<file path="config.mk">
export PLATFORM = sky130hd
export DESIGN_NAME = nes_pad_reader
export DESIGN_NICKNAME = d
export VERILOG_FILES = /design/src/rtl/nes_pad_reader.sv
export SDC_FILE = /design/constraint.sdc
export NUM_CORES = 1
export LEC_CHECK = 0
export ABC_AREA = 1
export CAP_MARGIN = 10
export CORE_MARGIN = 5
export CORE_UTILIZATION = 60
export DETAILED_ROUTE_END_ITERATION = 8
export PLACE_DENSITY = 0.82
export SLEW_MARGIN = 20
export SYNTH_ARGS = -nofsm -noshare
export SYNTH_HDL_FRONTEND = slang
export SYNTH_SLANG_ARGS = --single-unit
</file>
<file path="constraint.sdc">
create_clock -name clk -period 2.91 [get_ports clk]
set_clock_uncertainty 0.1 [all_clocks]
set_input_delay 0.582 -clock clk [delete_from_list [all_inputs] [get_ports clk]]
set_output_delay 0.582 -clock clk [all_outputs]
set_load 0.1 [all_outputs]
</file>
<file path="src/rtl/nes_pad_reader.sv">
// nes_pad_reader: polls an NES-style 4021 gamepad once per frame and presents filtered button levels.
// Ports:
//   clk, rst_n      system clock, synchronous active-low reset
//   i_pad_data      serial pad data, active-low, asynchronous to clk
//   o_pad_latch     parallel-load strobe to the pad
//   o_pad_clk       shift clock to the pad (pad shifts on its rising edge)
//   o_buttons       filtered buttons, active-high: A,B,Sel,Start,Up,Down,Left,Right (bit 0..7)
//   o_pressed       rising-edge flags of o_buttons, nonzero only while o_valid is high
//   o_valid         one-cycle pulse at the end of every poll
//   o_present       pad detected on the last poll
//   o_up/o_down/o_left/o_right/o_pause/o_restart  single-button views of o_buttons
module nes_pad_reader #(
    parameter int HALF_PERIOD = 150,
    parameter int POLL_PERIOD = 420000
) (
    input  logic       clk,
    input  logic       rst_n,
    input  logic       i_pad_data,
    output logic       o_pad_latch,
    output logic       o_pad_clk,
    output logic [7:0] o_buttons,
    output logic [7:0] o_pressed,
    output logic       o_valid,
    output logic       o_present,
    output logic       o_up,
    output logic       o_down,
    output logic       o_left,
    output logic       o_right,
    output logic       o_pause,
    output logic       o_restart
);
    localparam int CW = $clog2(POLL_PERIOD);
    localparam int PW = $clog2(2 * HALF_PERIOD);

    typedef enum logic [2:0] {IDLE, LATCH, SHIFT_LO, SHIFT_HI, DONE} state_t;

    state_t          state, state_nx;
    logic [1:0]      sync;
    logic [CW-1:0]   cnt;
    logic [PW-1:0]   ph;
    logic [2:0]      idx;
    logic [7:0]      raw, hist;
    logic            poll_wrap, ph_last, stuck, agree;

    assign poll_wrap = cnt == CW'(POLL_PERIOD - 1);
    assign ph_last   = ph == (state == LATCH ? PW'(2 * HALF_PERIOD - 1) : PW'(HALF_PERIOD - 1));
    // All eight bits reading as pressed means the data line is held low: no pad plugged in.
    assign stuck     = raw == 8'hFF;
    assign agree     = raw == hist;

    always_ff @(posedge clk) begin
        if (!rst_n)
            state <= IDLE;
        else
            state <= state_nx;
    end

    always_comb begin
        state_nx = state;
        case (state)
            IDLE:     state_nx = poll_wrap ? LATCH : IDLE;
            LATCH:    state_nx = ph_last ? SHIFT_LO : LATCH;
            SHIFT_LO: state_nx = ph_last ? (idx == 3'd7 ? DONE : SHIFT_HI) : SHIFT_LO;
            SHIFT_HI: state_nx = ph_last ? SHIFT_LO : SHIFT_HI;
            DONE:     state_nx = IDLE;
            default:  state_nx = IDLE;
        endcase
    end

    always_ff @(posedge clk) begin
        if (!rst_n) begin
            sync        <= 2'b11;
            cnt         <= '0;
            ph          <= '0;
            idx         <= '0;
            raw         <= '0;
            hist        <= '0;
            o_pad_latch <= 1'b0;
            o_pad_clk   <= 1'b0;
            o_buttons   <= '0;
            o_pressed   <= '0;
            o_valid     <= 1'b0;
            o_present   <= 1'b0;
        end else begin
            sync        <= {sync[0], i_pad_data};
            cnt         <= poll_wrap ? '0 : cnt + 1'b1;
            ph          <= (state_nx != state || state == IDLE) ? '0 : ph + 1'b1;
            idx         <= state == LATCH ? '0 : (state == SHIFT_HI && ph_last) ? idx + 1'b1 : idx;
            // Pad lines are registered from the next state so they stay glitch-free and track the FSM.
            o_pad_latch <= state_nx == LATCH;
            o_pad_clk   <= state_nx == SHIFT_HI;
            o_valid     <= state == DONE;
            o_pressed   <= '0;
            if (state == SHIFT_LO && ph_last)
                raw[idx] <= ~sync[1];
            if (state == DONE) begin
                hist      <= stuck ? '0 : raw;
                o_present <= !stuck;
                if (stuck)
                    o_buttons <= '0;
                else if (agree) begin
                    o_buttons <= raw;
                    o_pressed <= raw & ~o_buttons;
                end
            end
        end
    end

    assign o_up      = o_buttons[4];
    assign o_down    = o_buttons[5];
    assign o_left    = o_buttons[6];
    assign o_right   = o_buttons[7];
    assign o_pause   = o_buttons[3];
    assign o_restart = o_buttons[2];
endmodule

</file>
==> metrics.md <==
| Metric | Value |
|---|---|
| Vias in the first global route | 2,656 |
| Area occupied by multi-input gates | 1700 sq um |
| Largest net degree at the start of global routing | 20 |
| Initial antenna violation count | 0 |
| WHS | approximately 320 ps |
| Clock transition at path regs | ~70 ps |
| Tot GR Track Use | 0.197 |
| Seq/Total Area, Yosys | 0.424 |
| Tcrit/Tclk final | 0.638 |
| Fillers | 462 |
| Relative slew slack | 0.654 |
| Crit-path max FO | 9 |
| DPL Wire Length | 4830 um |
| Cts hold-fix bufs | 0 |
| Final setup viols | 0 |
| Clock Path Buffers | 2 |
| Critical Path End Type | flip-flop |
| CP startpoint kind | flip-flop |
| Vias | 2,808 |
| Final hold vios | 0 |
| Initial core utilization | 0.617 |
| Total Wirelength | 6570 um |
| Cell family with most CP delay | simple AND/OR/NAND/NOR gates |
| I/O pin cnt | 29 |
| Post-synth cell types | 38 |
| Worst skew pair latency | 340 ps |
| Share of layout cells above drive strength 1 | 0.203 |
| Leak Pwr | 1.47 nW |
| IO buf count | 28 |
| RSZ-0062 raised after global routing | no |
| CP required | between 3000 and 4000 ps |
| Syn avg cell area | 7.89 sq um |
| Measured slew at the worst slew-check pin | just over 500 ps |
| Root buf cell | clkbuf_8 |
| CTS tree | built |
| Die area | 7270 sq um |
| Num CTS Buffers | 9 |
| Hold Crit Class | flip-flop to flip-flop |
| Initial DRC Count | 172 |
| Global-route wire length before repair | roughly 12,000 um |
| CP arrival | 1990 ps |
| CTS sink cnt | 72 |
| Power Dens Cells | 494 nW/um^2 |
| Inserted Diodes | 0 |
| ANT nets after route | 0 |
| GR Overflow Total | 0 |
| Worst path max stage delay | about 400 ps |
| Post-cts resize count | 0 |
| Worst path slowest cell | dfxtp_1 |
| CP Cell Sequence | ha_1 -> nand2_1 -> nor2_4 -> nand3b_1 -> nor2_1 -> nand3_1 -> nand4_2 -> nand2_2 -> nand2_4 -> nor2_2 |
| WL/cell | approximately 12 um |
| Die X | 85.3 um |
| DRC viols | 0 |
| Synth Cell Area | 3400 sq um |
| Register Area | between 1000 and 1500 sq um |
| Status | finished clean |
| VDD IR max | 0.366 mV |
| Post-Route Setup TNS | 0 ps |
| Tmin final | 1860 ps |
| Pins Over Slew Limit | 0 |
| FMAX | 0.539 GHz |
| Post CTS Setup Buffer Count | 0 |
| Final Power | 1.91 mW |
| DR vias/cell | 5.26 |
| Mapped Cells | around 430 |
| Max Cap Viol | 0 |
| Layout area overhead | 13.7% |
| Warnings from Yosys | 0 |
| Initial DRT Pass Iterations | 5 |
| Die Span Y | roughly 85 um |
| Gpl congestion | about 0.88 |
| Bufs and invs on worst path | 0 |
| H-tree depth | 3 |
| Std-Cell Rows | 27 |
| Worst Path Class, Setup | flip-flop to flip-flop |
| Final Net Count | about 460 |
| Mapped Nets | 438 |
| Yosys reg bits | 72 |
| CORE AREA | 5510 sq um |
-- through the flow --
step	utilization	std cells	worst slack, ps	instance area [sq um]
after floorplan	-	431	822	3400
after global placement	0.660	518	789	3630
after detailed placement	0.660	518	714	3630
after CTS	0.702	534	1020	3860
after global routing	0.702	534	872	3860
final	0.702	534	1050	3860
-- cell usage in the layout (no fill, tap or decap), types with 11 or more instances in the layout --
cell / n
nor3_1: 17
xor2_1: 11
inv_1: 41
dfxtp_1: 72
nand3_1: 24
nand2_1: 58
o21ai_0: 11
buf_4: 27
a21oi_1: 19
clkbuf_8: 11
nor2_2: 14
nand4_1: 15
nor2_1: 59
-- sequential cells by signal, summed over array words and instances (netlist names) --
| signal | flops |
|---|---|
| sync | 2 |
| cnt | 19 |
| raw | 8 |
| ph | 9 |
| state | 3 |
| o_buttons | 8 |
| hist | 8 |
| o_pad_clk | 1 |
| idx | 3 |
| o_present | 1 |
| o_pressed | 8 |
| o_valid | 1 |
| o_pad_latch | 1 |
-- report_power, final --
part           total [mW]  leakage (nW)  internal, mW  switching [mW]
logic              0.0268         0.773       0.00948          0.0173
clock network       0.889         0.113         0.531           0.358
registers           0.994         0.581         0.989         0.00473
total                1.91          1.47          1.53           0.380
-- area by class of cell --
class                           instances  area share
Clock buffer                           12      0.0402
Clock inverter                          4      0.0198
Inverter                               48      0.0466
Multi-Input combinational cell        297       0.439
Sequential cell                        72       0.373
Tap cell                               72      0.0233
Timing Repair Buffer                   29      0.0576
-- cells in the mapped netlist --
cell	number	area share
a31oi_1	9	0.017
nand4_4	1	0.0063
clkbuf_1	3	0.0033
nor3b_1	3	0.0066
nor3_2	1	0.0029
nor3_4	2	0.0096
nand2_1	58	0.064
xnor2_1	10	0.026
inv_2	6	0.0066
nand3b_1	1	0.0022
nor2_8	1	0.0059
buf_4	6	0.013
and3_1	1	0.0018
nand3_2	3	0.0088
inv_1	41	0.045
buf_1	1	0.0011
nor3_1	17	0.025
nor3b_2	1	0.0037
nand4_1	15	0.028
nor2_4	5	0.017
clkinv_1	1	0.0011
nand4_2	2	0.0074
ha_1	4	0.015
o21ai_1	1	0.0015
dfxtp_1	72	0.42
or2_2	2	0.0037
o21ai_0	11	0.016
nor2_2	14	0.026
nand3_1	24	0.035
xor2_1	11	0.028
buf_2	4	0.0059
a211oi_1	2	0.0044
a21oi_1	19	0.028
nor2_1	59	0.065
nand2_2	8	0.015
nor4_1	3	0.0055
or2_0	3	0.0055
nand2_4	6	0.020
-- path summary, 6_finish.rpt --
path / from / end / slack [ps] / cells past startpoint
worst max-delay path: cnt[0] / ph[4] / 1050 / 10
worst min register to register: sync[0] / sync[1] / 320 / 1
worst max register to register: cnt[0] / ph[4] / 1050 / 10
worst min-delay path: sync[0] / sync[1] / 320 / 1
-- logic make-up after synthesis --
| family | after synthesis | share of synthesized area |
|---|---|---|
| simple gates | 230 | 0.364 |
| flops | 72 | 0.424 |
| buf+inv | 62 | 0.0766 |
| compound gates | 42 | 0.0666 |
| xor+xnor | 21 | 0.0541 |
| fa+ha+maj | 4 | 0.0147 |
-- per-layer routing --
layer | wire, um | GRT usage | part of all wire | vias to the layer above
met5 | 0 | 0 | 0 | -
met4 | 170 | 0.0993 | 0.026 | 0
met3 | 326 | 0.0330 | 0.050 | 15
met2 | 3060 | 0.329 | 0.47 | 64
met1 | 3010 | 0.245 | 0.46 | 1269
li1 | - | - | - | 1460
Power figures use the tool's default switching activity.
